--- config.mk ---
export PLATFORM = sky130hd
export DESIGN_NAME = sum_regfile_seq_ctrl
export DESIGN_NICKNAME = d
export VERILOG_FILES = /design/src/rtl/sum_regfile_pkg.sv /design/src/rtl/sum_regfile_seq_ctrl.sv
export SDC_FILE = /design/constraint.sdc
export NUM_CORES = 1
export LEC_CHECK = 0
export BUFFER_PORTS_ARGS = -buffer_cell sky130_fd_sc_hd__buf_4
export CORE_ASPECT_RATIO = 1.25
export CORE_MARGIN = 5
export CORE_UTILIZATION = 30
export CTS_BUF_LIST = sky130_fd_sc_hd__clkbuf_8 sky130_fd_sc_hd__clkbuf_16
export DETAILED_ROUTE_END_ITERATION = 16
export PLACE_DENSITY = 0.56
export REMOVE_ABC_BUFFERS = 1
export SYNTH_ARGS = -nofsm -noshare
export SYNTH_HDL_FRONTEND = slang
export SYNTH_SLANG_ARGS = --single-unit
--- constraint.sdc ---
create_clock -name clk -period 2.8 [get_ports clk]
set_input_delay 0 -clock clk [delete_from_list [all_inputs] [get_ports clk]]
set_output_delay 0 -clock clk [all_outputs]
set_load 0.005 [all_outputs]
--- src/rtl/sum_regfile_pkg.sv ---
// Shared definitions for the register-file sum datapath and its sequencer.
package sum_regfile_pkg;

  localparam int DW_DEF = 8;

  // Register map: R0 reads as zero, R1 holds i, R2 holds the sum, R3 holds 1.
  localparam logic [1:0] REG_ZERO = 2'd0;
  localparam logic [1:0] REG_I    = 2'd1;
  localparam logic [1:0] REG_SUM  = 2'd2;
  localparam logic [1:0] REG_ONE  = 2'd3;

  typedef enum logic [3:0] {
    IDLE   = 4'd0,
    INIT_I = 4'd1,
    INIT_S = 4'd2,
    INIT_K = 4'd3,
    CMP    = 4'd4,
    ADD    = 4'd5,
    INC    = 4'd6,
    OUT    = 4'd7,
    DONE   = 4'd8
  } state_t;

endpackage

--- src/rtl/sum_regfile_seq_ctrl.sv ---
// Sequencer that steps the register-file datapath through sum(1..N) for a
// run-time N, clamped to MAX_N so the loop always terminates.
module sum_regfile_seq_ctrl
  import sum_regfile_pkg::*;
#(
  parameter int DW    = DW_DEF,
  parameter int MAX_N = 22
) (
  input  logic          clk,
  input  logic          rst,
  input  logic          start,
  input  logic [DW-1:0] n_limit,
  input  logic          iLeN,
  output logic          busy,
  output logic          done,
  output logic          R1SrcSel,
  output logic [1:0]    r_addr_0,
  output logic [1:0]    r_addr_1,
  output logic          w_en,
  output logic [1:0]    w_addr,
  output logic [DW-1:0] imm,
  output logic [DW-1:0] lim,
  output logic          OutLoad
);

  localparam logic [DW-1:0] MAX_N_V = MAX_N[DW-1:0];

  state_t state;
  state_t state_nxt;

  // Saturate the requested N so i can never wrap past the compare limit.
  function automatic logic [DW-1:0] clamp_n(input logic [DW-1:0] n);
    clamp_n = (n > MAX_N_V) ? MAX_N_V : n;
  endfunction

  // State register and the limit latched when a run is accepted.
  always_ff @(posedge clk) begin
    if (rst) begin
      state <= IDLE;
      lim   <= '0;
    end else begin
      state <= state_nxt;
      if (state == IDLE && start) begin
        lim <= clamp_n(n_limit);
      end
    end
  end

  // Next-state logic; unused encodings fall back to IDLE.
  always_comb begin
    state_nxt = IDLE;
    case (state)
      IDLE:    state_nxt = start ? INIT_I : IDLE;
      INIT_I:  state_nxt = INIT_S;
      INIT_S:  state_nxt = INIT_K;
      INIT_K:  state_nxt = CMP;
      CMP:     state_nxt = iLeN ? ADD : OUT;
      ADD:     state_nxt = INC;
      INC:     state_nxt = CMP;
      OUT:     state_nxt = DONE;
      DONE:    state_nxt = IDLE;
      default: state_nxt = IDLE;
    endcase
  end

  // Micro-op decode: every control line is a pure function of the state.
  always_comb begin
    busy     = 1'b1;
    done     = 1'b0;
    R1SrcSel = 1'b0;
    r_addr_0 = REG_ZERO;
    r_addr_1 = REG_ZERO;
    w_en     = 1'b0;
    w_addr   = REG_ZERO;
    imm      = '0;
    OutLoad  = 1'b0;
    case (state)
      IDLE: begin
        busy = 1'b0;
      end
      INIT_I: begin
        w_en     = 1'b1;
        w_addr   = REG_I;
        R1SrcSel = 1'b1;
        imm      = DW'(1);
      end
      INIT_S: begin
        w_en     = 1'b1;
        w_addr   = REG_SUM;
        R1SrcSel = 1'b1;
      end
      INIT_K: begin
        w_en     = 1'b1;
        w_addr   = REG_ONE;
        R1SrcSel = 1'b1;
        imm      = DW'(1);
      end
      CMP: begin
        r_addr_0 = REG_I;
      end
      ADD: begin
        r_addr_0 = REG_SUM;
        r_addr_1 = REG_I;
        w_en     = 1'b1;
        w_addr   = REG_SUM;
      end
      INC: begin
        r_addr_0 = REG_I;
        r_addr_1 = REG_ONE;
        w_en     = 1'b1;
        w_addr   = REG_I;
      end
      OUT: begin
        r_addr_0 = REG_SUM;
        OutLoad  = 1'b1;
      end
      DONE: begin
        done = 1'b1;
      end
      default: begin
        busy = 1'b0;
      end
    endcase
  end

endmodule

==> out/results.txt <==
Clock Latency Late Sink -> 0.24 ns
Clock slew at reported path FFs -> 0.05 ns
Die width -> 53.65 µm
Leading cell type in the layout, fill and taps excluded -> buf_4
GPL Wtd Cong -> 0.7428
Worst setup SP type -> flip-flop
Largest net degree at the start of global routing -> 17
Row cnt -> 19
Die Footprint -> 3464 µm²
R2r setup slk -> 1.24 ns
RSZ-0062 raised after global routing -> no
Metal3 WL -> 191 µm
Setup TNS -> 0 ns
Fillers -> 256
Vias in the first global route -> 667
Tot Pwr -> 0.0004917 W
Crit. End Element -> flip-flop
GRT Residual Overflow -> 0
Max Cap Viol -> 0
IO Pins -> 39
Minimum clock period -> 1.560 ns
CTS tree -> built
CTS Root Cell -> clkbuf_8
Synthesized instance count -> 85
Die height -> 64.56 µm
Synth Warn # -> 0
P per Cell Area -> 503.2 nW/µm²
Post-DR vias/cell -> 4.681
Initial antenna violation count -> 0
PortBufs -> 31
Most frequent cells in the layout -> buf_4 (31), dfxtp_1 (12), nor2_1 (10)
Fmax -> 0.6412 GHz
Met2 wire length -> 808 µm
Post-synthesis cell area -> 714.4 µm²
Max Root-Sink Buffers -> 2
Wire per inst -> 12.06 µm
Initial Utilization -> 31.97%
FF+latch count, synth -> 12
TritonCTS Sinks -> 12
Final period utilization -> 55.70%
Hpwl dp -> 1358 µm
Status -> completed
Endpoints failing hold -> 0
H-Tree Depth -> 1
Leak -> 0.4186 nW
Final setup violation count -> 0
Worst relative slew slack -> 65.09%
Worst Tran Pin Value -> 0.5229 ns
Postcts setup bufs -> 0
Seq/Total Area, Yosys -> 33.63%
DRC violations left -> 0
Worst VDD drop -> 0.0002689 V
Share of layout cells above drive strength 1 -> 35.40%
Syn_area_per_cell -> 8.405 µm²
Max-slew violation count -> 0
WL met1 -> 736 µm
Critical Path AT -> 1.67 ns
Worst setup path category -> reg2reg
CP required -> 2.91 ns
Area Overhead vs Synth -> 36.78%
Core ar. -> 2235 µm²
PostCTS Resize Cnt -> 0
Via count -> 674
Min-Delay Path Class -> in2reg
Total track usage -> 10.71%
CTS Hold Bufs -> 0
Yosys cell types -> 30
Final net count -> 126
Max layer used -> met3
Starting DRT DRC Count -> 5
CP max FO -> 16
Max Clock Skew -> 0.003541 ns
First-pass GRT wire length -> 2911 µm
Routed wire length -> 1737 µm
Drt first pass iters -> 2
Antenna Cells -> 0
Final ANT Viol Nets -> 0
Num CTS Buffers -> 3
layer usage:
metal | vias to the layer above | track usage [%]
met5 | - | 0
met4 | 0 | 3.834
met3 | 0 | 3.440
met2 | 32 | 17.33
met1 | 301 | 13.03
li1 | 341 | -
worst paths after layout:
check | from | to | cells after the start
worst max register to register | state[2] | lim[1] | 3
worst min register to register | lim[5] | lim[5] | 1
worst max-delay path | state[2] | lim[1] | 3
worst min-delay path | rst | lim[2] | 2
kinds of logic after synthesis:
kind of cell	synth area share, %
buffers and inverters	14.18
AOI/OAI and AO/OA	17.16
and+or+nand+nor	30.47
muxes	1.576
DFF	33.63
other	0.5249
xor gates and xnor gates	2.452
through the flow:
step | cells | setup WS [ns] | cell area [µm²] | utilization [%] | hold slack, ns
2_1_floorplan | 78 | 1.433 | 650.6 | - | 0.06465
3_3_place_gp | 140 | 1.284 | 922.1 | 41.27 | 0.2848
3_5_place_dp | 140 | 1.236 | 922.1 | 41.27 | 0.2917
4_1_cts | 144 | 1.227 | 977.2 | 43.73 | 0.03770
5_1_grt | 144 | 1.094 | 977.2 | 43.73 | 0.05125
6_report | 144 | 1.240 | 977.2 | 43.73 | 0.03744
flip-flops by register name, indices dropped and copies added (netlist names):
| name | flops |
|---|---|
| lim | 8 |
| state | 4 |
Yosys cell counts:
cell | number | area, µm²
nand2b_1 | 4 | 25.02
o31a_1 | 1 | 8.760
and3_1 | 2 | 12.51
buf_2 | 3 | 15.01
and2_1 | 1 | 6.260
nor2_1 | 10 | 37.54
xor2_1 | 1 | 8.760
conb_1 | 1 | 3.750
mux2_2 | 1 | 11.26
a2111o_1 | 1 | 11.26
inv_1 | 4 | 15.01
a21oi_1 | 7 | 35.03
clkbuf_1 | 2 | 7.510
dfxtp_1 | 12 | 240.2
a211oi_2 | 1 | 12.51
xnor2_1 | 1 | 8.760
o211ai_1 | 1 | 7.510
nor4b_1 | 1 | 8.760
nor3_1 | 7 | 35.03
o32ai_2 | 2 | 32.53
a211oi_1 | 1 | 7.510
nand2_1 | 2 | 7.510
nand3_1 | 1 | 5.000
nand3b_1 | 1 | 7.510
nand4_1 | 1 | 6.260
buf_4 | 7 | 52.55
o21a_1 | 1 | 7.510
nor4_4 | 1 | 21.27
buf_6 | 1 | 11.26
nor3b_1 | 6 | 45.04
layout make-up:
cell class	count	area, µm²	area share, %
Inverter	4	15.01	1.536
Sequential cell	12	240.2	24.58
Tap cell	31	38.79	3.969
Timing Repair Buffer	31	232.7	23.82
Multi-Input combinational cell	62	395.4	40.46
Clock buffer	4	55.05	5.634
power by group:
group          switching [W]  internal [W]
Sequential         0.0000185      0.000180
Combinational      0.0000467     0.0000570
Clock              0.0000652      0.000124
critical path: stages (launching register included):
cell and delay [ns]:
dfxtp_1 0.46, nor4_4 0.46, and2_1 0.39, a211oi_1 0.12
Note: power is estimated with default switching activity, not from simulation.
